$ cat config.mk
export PLATFORM = sky130hd
export DESIGN_NAME = regalu_ctrl_flat
export DESIGN_NICKNAME = d
export VERILOG_FILES = /design/src/rtl/regalu_ctrl_if.sv /design/src/rtl/regalu_ctrl.sv /design/src/flat_wrapper.sv
export SDC_FILE = /design/constraint.sdc
export NUM_CORES = 1
export LEC_CHECK = 0
export ABC_AREA = 1
export CORE_MARGIN = 10
export CORE_UTILIZATION = 35
export DETAILED_ROUTE_END_ITERATION = 6
export PLACE_DENSITY = 0.54
export SYNTH_ARGS = -nofsm -noshare
export SYNTH_HDL_FRONTEND = slang
export SYNTH_SLANG_ARGS = --single-unit
$ cat constraint.sdc
create_clock -name clk -period 9.25 [get_ports clk]
set_clock_uncertainty 0.05 [all_clocks]
set_input_delay 2.3125 -clock clk [delete_from_list [all_inputs] [get_ports clk]]
set_output_delay 2.3125 -clock clk [all_outputs]
set_load 0.01 [all_outputs]
$ cat src/rtl/regalu_ctrl_if.sv
// Instruction-word handshake between an upstream producer and regalu_ctrl.
// master = producer side, slave = regalu_ctrl side.
interface regalu_ctrl_if;
   logic        instr_valid;
   logic [31:0] instr_in;
   logic        instr_ready;

   modport master (output instr_valid, output instr_in, input instr_ready);
   modport slave  (input instr_valid, input instr_in, output instr_ready);
endinterface

$ cat src/rtl/regalu_ctrl.sv
// regalu_ctrl: instruction sequencer driving the register-file/ALU datapath.
// Buffers instruction words in a DEPTH-entry FIFO and issues one decoded word
// per cycle as registered control outputs; supports carry-conditional skip
// (SKC) and HALT/resume.
// Optional build macro: REGALU_CTRL_STATS_EN adds issue_count/skip_count.
module regalu_ctrl #(
   parameter int unsigned DEPTH = 4,
   parameter int unsigned AW    = 2
) (
   input  logic        clk,
   input  logic        reset,
   regalu_ctrl_if.slave instr_if,
   input  logic        resume,
   input  logic        cout,
   output logic        sel,
   output logic        wr,
   output logic [1:0]  op,
   output logic [2:0]  rd_addr_a,
   output logic [2:0]  rd_addr_b,
   output logic [2:0]  wr_addr,
   output logic [15:0] d_in,
   output logic        carry_flag,
   output logic        halted,
   output logic        busy
`ifdef REGALU_CTRL_STATS_EN
   ,
   output logic [15:0] issue_count,
   output logic [15:0] skip_count
`endif
);

   localparam int unsigned IW = 32;
   localparam int unsigned DW = 16;
   localparam int unsigned PW = AW + 1;

   localparam logic [2:0] OPC_LDI  = 3'b001;
   localparam logic [2:0] OPC_ALU  = 3'b010;
   localparam logic [2:0] OPC_RD   = 3'b011;
   localparam logic [2:0] OPC_SKC  = 3'b100;
   localparam logic [2:0] OPC_HALT = 3'b101;

   typedef struct packed {
      logic          sel;
      logic          wr;
      logic [1:0]    op;
      logic [2:0]    rd_a;
      logic [2:0]    rd_b;
      logic [2:0]    wr_addr;
      logic [DW-1:0] d_in;
   } ctrl_t;

   typedef enum logic {
      ST_RUN    = 1'b0,
      ST_HALTED = 1'b1
   } state_t;

   state_t        state_q, state_d;
   ctrl_t         ctrl_q, ctrl_d;
   logic          carry_q, carry_d;
   logic          skip_q, skip_d;
   logic [PW-1:0] wr_ptr_q, wr_ptr_d;
   logic [PW-1:0] rd_ptr_q, rd_ptr_d;
   logic [IW-1:0] mem_q [DEPTH];

   logic          full, empty, push, pop;
   logic [IW-1:0] head;
   logic [2:0]    f_opc;
   logic [1:0]    f_op;
   logic [2:0]    f_rd_a, f_rd_b, f_wr_addr;
   logic [DW-1:0] f_imm;
   logic          unused_rsvd;

   // FIFO status; the extra pointer MSB separates full from empty
   assign empty = (wr_ptr_q == rd_ptr_q);
   assign full  = (wr_ptr_q[PW-1] != rd_ptr_q[PW-1]) &&
                  (wr_ptr_q[AW-1:0] == rd_ptr_q[AW-1:0]);
   assign push  = instr_if.instr_valid && !full;
   assign instr_if.instr_ready = !full;

   // Head-of-FIFO field extraction; bits [17:16] are reserved and ignored
   assign head        = mem_q[rd_ptr_q[AW-1:0]];
   assign f_opc       = head[31:29];
   assign f_op        = head[28:27];
   assign f_rd_a      = head[26:24];
   assign f_rd_b      = head[23:21];
   assign f_wr_addr   = head[20:18];
   assign f_imm       = head[15:0];
   assign unused_rsvd = ^head[17:16];

   // FIFO storage; no reset needed since pointers qualify every read
   always_ff @(posedge clk) begin
      if (push) begin
         mem_q[wr_ptr_q[AW-1:0]] <= instr_if.instr_in;
      end
   end

   // State and registered outputs
   always_ff @(posedge clk or posedge reset) begin
      if (reset) begin
         state_q  <= ST_RUN;
         ctrl_q   <= '0;
         carry_q  <= 1'b0;
         skip_q   <= 1'b0;
         wr_ptr_q <= '0;
         rd_ptr_q <= '0;
      end else begin
         state_q  <= state_d;
         ctrl_q   <= ctrl_d;
         carry_q  <= carry_d;
         skip_q   <= skip_d;
         wr_ptr_q <= wr_ptr_d;
         rd_ptr_q <= rd_ptr_d;
      end
   end

   // Next state: pop/decode, carry capture, skip and halt handling
   always_comb begin
      state_d = state_q;
      ctrl_d  = '0;
      carry_d = carry_q;
      skip_d  = skip_q;
      pop     = 1'b0;

      // Carry is sampled while an ALU write is on the outputs
      if (ctrl_q.sel && ctrl_q.wr) begin
         carry_d = cout;
      end

      unique case (state_q)
         ST_RUN: begin
            if (!empty) begin
               pop = 1'b1;
               if (skip_q) begin
                  skip_d = 1'b0;
               end else begin
                  unique case (f_opc)
                     OPC_LDI: begin
                        ctrl_d.wr      = 1'b1;
                        ctrl_d.wr_addr = f_wr_addr;
                        ctrl_d.d_in    = f_imm;
                     end
                     OPC_ALU: begin
                        ctrl_d.sel     = 1'b1;
                        ctrl_d.wr      = 1'b1;
                        ctrl_d.op      = f_op;
                        ctrl_d.rd_a    = f_rd_a;
                        ctrl_d.rd_b    = f_rd_b;
                        ctrl_d.wr_addr = f_wr_addr;
                     end
                     OPC_RD: begin
                        ctrl_d.rd_a = f_rd_a;
                        ctrl_d.rd_b = f_rd_b;
                     end
                     // Uses the carry as updated on this same edge
                     OPC_SKC:  skip_d  = carry_d;
                     OPC_HALT: state_d = ST_HALTED;
                     default: ;
                  endcase
               end
            end
         end
         ST_HALTED: begin
            if (resume) begin
               state_d = ST_RUN;
            end
         end
         default: state_d = ST_RUN;
      endcase

      wr_ptr_d = wr_ptr_q + PW'(push);
      rd_ptr_d = rd_ptr_q + PW'(pop);
   end

   assign sel        = ctrl_q.sel;
   assign wr         = ctrl_q.wr;
   assign op         = ctrl_q.op;
   assign rd_addr_a  = ctrl_q.rd_a;
   assign rd_addr_b  = ctrl_q.rd_b;
   assign wr_addr    = ctrl_q.wr_addr;
   assign d_in       = ctrl_q.d_in;
   assign carry_flag = carry_q;
   assign halted     = (state_q == ST_HALTED);
   assign busy       = !empty || skip_q;

`ifdef REGALU_CTRL_STATS_EN
   logic [15:0] issue_cnt_q, skip_cnt_q;

   // Issued vs discarded pop counters, free-running with wrap
   always_ff @(posedge clk or posedge reset) begin
      if (reset) begin
         issue_cnt_q <= '0;
         skip_cnt_q  <= '0;
      end else begin
         if (pop && !skip_q) begin
            issue_cnt_q <= issue_cnt_q + 16'd1;
         end
         if (pop && skip_q) begin
            skip_cnt_q <= skip_cnt_q + 16'd1;
         end
      end
   end

   assign issue_count = issue_cnt_q;
   assign skip_count  = skip_cnt_q;
`endif

endmodule

$ cat src/flat_wrapper.sv
// flat-port wrapper written by rule: the top's interface ports become plain ports
module regalu_ctrl_flat 
#(
   parameter int unsigned DEPTH = 4,
   parameter int unsigned AW    = 2
)
  (clk, reset, resume, cout, sel, wr, op, rd_addr_a, rd_addr_b, wr_addr, d_in, carry_flag, halted, busy, instr_if_instr_valid, instr_if_instr_in, instr_if_instr_ready);
  regalu_ctrl_if instr_if_i ();
  input  logic clk;
  input  logic reset;
  input  logic resume;
  input  logic cout;
  output logic sel;
  output logic wr;
  output logic [1:0] op;
  output logic [2:0] rd_addr_a;
  output logic [2:0] rd_addr_b;
  output logic [2:0] wr_addr;
  output logic [15:0] d_in;
  output logic carry_flag;
  output logic halted;
  output logic busy;
  input wire logic [$bits(instr_if_i.instr_valid)-1:0] instr_if_instr_valid;
  input wire logic [$bits(instr_if_i.instr_in)-1:0] instr_if_instr_in;
  output wire logic [$bits(instr_if_i.instr_ready)-1:0] instr_if_instr_ready;
  assign instr_if_i.instr_valid = instr_if_instr_valid;
  assign instr_if_i.instr_in = instr_if_instr_in;
  assign instr_if_instr_ready = instr_if_i.instr_ready;
  regalu_ctrl #(.DEPTH(DEPTH), .AW(AW)) u_core (.clk(clk), .reset(reset), .instr_if(instr_if_i), .resume(resume), .cout(cout), .sel(sel), .wr(wr), .op(op), .rd_addr_a(rd_addr_a), .rd_addr_b(rd_addr_b), .wr_addr(wr_addr), .d_in(d_in), .carry_flag(carry_flag), .halted(halted), .busy(busy));
endmodule
; ---- After elaboration in Yosys (flattened, before gate mapping)
; Memory sizes are Yosys's and may differ from the RTL's.
; Index checks and enable logic that the tools add are counted.
; Widths: inputs -> output; s select.
[classes]
n_bitwise = 2
add_sub_neg = 2
n_eq_ne = 8
mux = 21
reduce_logical = 9
[op_table]
columns = operator, count
row1 = $mux 29, 3
row2 = $mux 16, 1
row3 = $mux 1, 13
row4 = $add 3x1->3, 2
row5 = $eq 3x2->1 const B, 2
row6 = $eq 3x3->1 const B, 2
row7 = $mux 6, 1
row8 = $reduce_or 2->1, 2
row9 = $eq 3x1->1 const B, 1
row10 = $eq 3x3->1, 1
row11 = $logic_and 1x1->1, 3
row12 = $mux 3, 1
row13 = $eq 2x2->1, 1
row14 = $logic_not 1->1, 2
row15 = $mux 2, 1
row16 = $not 1->1, 2
row17 = $pmux 1 s2, 1
row18 = $reduce_and 2->1, 1
row19 = $logic_or 1x1->1, 1
row20 = $ne 1x1->1, 1
[word_totals]
ramBits = 128
reg_bits = 38
inputBits = 37
wordCells = 55
output_inout_bits = 33
memories = 1
[memory_table]
columns = memory, depth, word_bits, rd, rd_clocked_by_memory_dff, write_ports, line_no
row1 = u_core.mem_q, 4, 32, 1, 0, 1, regalu_ctrl.sv:63  ; logic [IW-1:0] mem_q [DEPTH];

; ---- Depth between registers and ports, before layout
; An unclocked memory read counts as a cell.
[depth]
ltp_word = 7
mapped_depth = 11
ltp_nobuf = 9

; ---- Least setup slack after synthesis
; Ideal clock, no wire load.
[synth_path]
path_type = input-to-reg
start = input instr_if_instr_valid
end = memory u_core.mem_q[2][0], enable pin
required_time_ps = 8745
n_path_buf = 0
path_stages = 2
arrival_ps = 4492
slack_ps = 4253
setup_time_ps = 455
cell_sequence = nand2_1 > nor3_1
[synth_via]
elab_chain_len = 3
[synth_rtl]
columns = item, line_no
row1 = from (decl), flat_wrapper.sv:23  ; input wire logic [$bits(instr_if_i.instr_valid)-1:0] instr_if_instr_valid;
row2 = $logic_and 1x1->1, regalu_ctrl.sv:77  ; assign push = instr_if.instr_valid && !full;
row3 = $mux 1, regalu_ctrl.sv:92  ; if (push) begin
row4 = $mux 1 (not written as such), regalu_ctrl.sv:93  ; mem_q[wr_ptr_q[AW-1:0]] <= instr_if.instr_in;
row5 = to (decl), regalu_ctrl.sv:63
; Every way passes these cells.

; ---- Worst setup path after layout
[layout_path]
start = register u_core.rd_ptr_q[0]
end = output instr_if_instr_ready
[layout_via]
elab_chain_len = 3
[layout_rtl]
columns = item, line_no
row1 = from (decl), regalu_ctrl.sv:62  ; logic [PW-1:0] rd_ptr_q, rd_ptr_d;
row2 = from (signal assigned), regalu_ctrl.sv:112  ; rd_ptr_q <= rd_ptr_d;
row3 = $eq 2x2->1, regalu_ctrl.sv:76  ; (wr_ptr_q[AW-1:0] == rd_ptr_q[AW-1:0]);
row4 = $logic_and 1x1->1, regalu_ctrl.sv:75  ; assign full = (wr_ptr_q[PW-1] != rd_ptr_q[PW-1]) &&
row5 = $logic_not 1->1, regalu_ctrl.sv:78  ; assign instr_if.instr_ready = !full;
row6 = to (decl), flat_wrapper.sv:25  ; output wire logic [$bits(instr_if_i.instr_ready)-1:0] instr_if_instr_ready;
; Every way passes these cells.

==> results.md <==
- GP Congestion: 0.684
- Syn nets: 522
- Clk root buf: clkbuf_16
- Port Buffer Count: 67
- Setup TNS: 0 ns
- Htree depth: 4
- Highest Signal Layer: met5
- Routed Antenna Nets: 0
- Pin count of the biggest net entering global routing: 64
- Vias in the first global route: 3,801
- Max_cap viols: 0
- Hold crit path type: flop to flop
- Minimum clock period: 5.01 ns
- Max-slew violations: 0
- Max transition margin: 0.449
- CP Data Arrival Time: 2.65 ns
- Critical R2R Launch: u_core.rd_ptr_q[0]$_DFF_PP0_
- R2R depth: 8
- Post-Syn Area per Cell: 12.8 um2
- Cell Rows: 48
- Worst-Skew Late Latency: 0.42 ns
- CTS Buf Count: 17
- Worst Path Required: 6.89 ns
- Synth cell types: 27
- Synth Instances: 481
- Setup violators final: 0
- Final #Nets: 593
- CP Capture Type: output pin
- Measured slew at the worst slew-check pin: 0.825 ns
- Register Area: 4560 um2
- 1st-pass router iterations: 4
- Avg Vias per Cell: 4.54
- P_leak: 2.93 nW
- DIE AREA: 23,300 um2
- Post-synthesis cell area: 6140 um2
- Initial antenna violation count: 1
- PostCTS Resize Cnt: 0
- Setup crit end: instr_if_instr_ready
- # IOs: 70
- Clock transition at path regs: 0.06 ns
- Ys Warns: 0
- Most frequent cells in the layout: 120 x edfxtp_1, 79 x nor2_1, 67 x clkdlybuf4s50_1
- Final-report hold violation count: 0
- Postcts setup bufs: 0
- Final core occ: 0.439
- Post-synthesis sequential area ratio: 0.741
- All-Layer GR Usage: 0.112
- Total gr overflow: 0
- WL met2: 6.41 mm
- Hold wc startpoint: u_core.skip_q$_DFFE_PP0P_
- Fin crit share: 0.542
- Post-synth EDFFs: 120
- Diode count: 0
- P per Cell Area: 326 nW/um2
- Crit Path Class: flop to output pin
- RSZ-0062 raised after global routing: no
- Core Footprint: 17,200 um2
- Initial core utilization: 0.356
- Asr flop ratio synth: 0.241
- Synth Flop Type: edfxtp_1
- Commonest non-fill, non-tap cell in the layout: edfxtp_1
- DRT met1 WL: 5.41 mm
- Die Height: 153 um
- Share of cells above drive strength 1: 0.122
- Area Growth Syn to Fin: 23.3%
- Peak fanout along the critical path: 63
- Met3 wire len: 554 um
- HPWL Detailed: 7.40 mm
- FF-to-FF End: u_core.mem_q[3][4]$_DFFE_PP_
- Worst VDD drop: 0.148 mV
- DRC: 0
- CP startpoint: u_core.rd_ptr_q[0]$_DFF_PP0_
- Multi-input gate area: 1270 um2
- Clk sinks: 158
- Final wirelength: 12.6 mm
- Die Width: 153 um
- First-pass GRT wire length: 20.3 mm
- Clock Path Buffers: 2
- CTS Hold Bufs: 0
- Via count: 3,586
- Starting DRT DRC Count: 185
- Fmax: 200 MHz
- Status: finished, final reports clean
- CTS tree: yes
- Number of synthesized register bits: 158
- Startpoint types: flop
- Reg2reg setup slack: 6.39 ns
- Average routed wire per standard cell: 15.9 um
- FILL cells: 1,528
worst max-delay path, cell delays in order (launching register included):
cell	delay, ns
dfrtp_2	0.58
buf_4	0.51
inv_8	0.23
nand2_2	0.13
nand2_2	0.07
nand4_1	0.11
clkdlybuf4s50_1	0.55
final cells by class:
cell class              count  share of cell area
flip-flops and latches    158               0.602
repair buffers             73              0.0945
well taps                 225              0.0372
clock inverters            10              0.0154
clock buffers              22              0.0586
multi-input cells         253               0.167
inverters                  49              0.0256
synthesized netlist by cell type (2+ instances only):
master | instances | area, um2
o21ai_0 | 55 | 275
nand2_1 | 45 | 169
buf_6 | 7 | 78.8
buf_4 | 3 | 22.5
edfxtp_1 | 120 | 3600
ha_1 | 4 | 50.1
buf_2 | 6 | 30.0
nor2_1 | 79 | 297
nand3_2 | 3 | 30.0
o22ai_1 | 24 | 150
nand2_2 | 9 | 56.3
clkbuf_1 | 5 | 18.8
dfrtp_1 | 38 | 951
nor2_2 | 10 | 62.6
nor3_1 | 4 | 20.0
xor2_1 | 2 | 17.5
inv_1 | 45 | 169
nand3_1 | 11 | 55.1
inv_2 | 2 | 7.51
nand4_1 | 2 | 12.5
power by group:
part           leakage (nW)  internal, mW  total (mW)  switching [mW]
logic                  1.06         0.276       0.805           0.529
registers              1.61         0.950        1.01          0.0586
clock network         0.268         0.397       0.658           0.261
total                  2.93          1.62        2.47           0.848
sequential cells by signal, summed over array words and instances (netlist names):
register	cells
u_core.wr	1
u_core.halted	1
u_core.carry_flag	1
u_core.wr_addr	3
u_core.rd_addr_b	3
u_core.rd_ptr_q	3
u_core.op	2
u_core.d_in	16
u_core.skip_q	1
u_core.mem_q	120
u_core.wr_ptr_q	3
u_core.sel	1
u_core.rd_addr_a	3
cell families (layout without fill, tap and decap cells):
kind of cell,count (synthesis),count (layout),share of synthesized area
compound gates,80,80,0.0700
flops,158,158,0.741
fa+ha+maj,4,4,0.00815
simple gates,167,167,0.122
xor+xnor,2,2,0.00285
buf+inv,70,154,0.0560
metrics by stage:
stage / setup slack [ns] / hold slack [ns] / instance area, um2 / instances / total power [mW]
after CTS: 4.17 / 0.441 / 7570 / 790 / 2.51
after detailed placement: 4.63 / 0.424 / 7010 / 758 / 1.85
after global placement: 4.68 / 0.419 / 7010 / 758 / 1.83
after global routing: 4.00 / 0.473 / 7570 / 790 / 2.65
final: 4.24 / 0.432 / 7570 / 790 / 2.47
after floorplan: 4.25 / 0.399 / 6140 / 481 / 1.59
worst min path at each step:
stage                                   end  slack, ns  cells after the start
2_1_floorplan     u_core.skip_q$_DFFE_PP0P_       0.40                      2
3_3_place_gp      u_core.skip_q$_DFFE_PP0P_       0.42                      2
3_5_place_dp      u_core.skip_q$_DFFE_PP0P_       0.42                      2
4_1_cts           u_core.skip_q$_DFFE_PP0P_       0.44                      2
5_1_grt        u_core.rd_ptr_q[2]$_DFF_PP0_       0.47                      1
6_report          u_core.skip_q$_DFFE_PP0P_       0.43                      2
per-layer routing:
layer  vias up  track usage
li1       1791            -
met5         -            0
met4         2       0.0509
met3        15       0.0353
met2        73        0.187
met1      1705        0.128
Power figures use the tool's default switching activity.
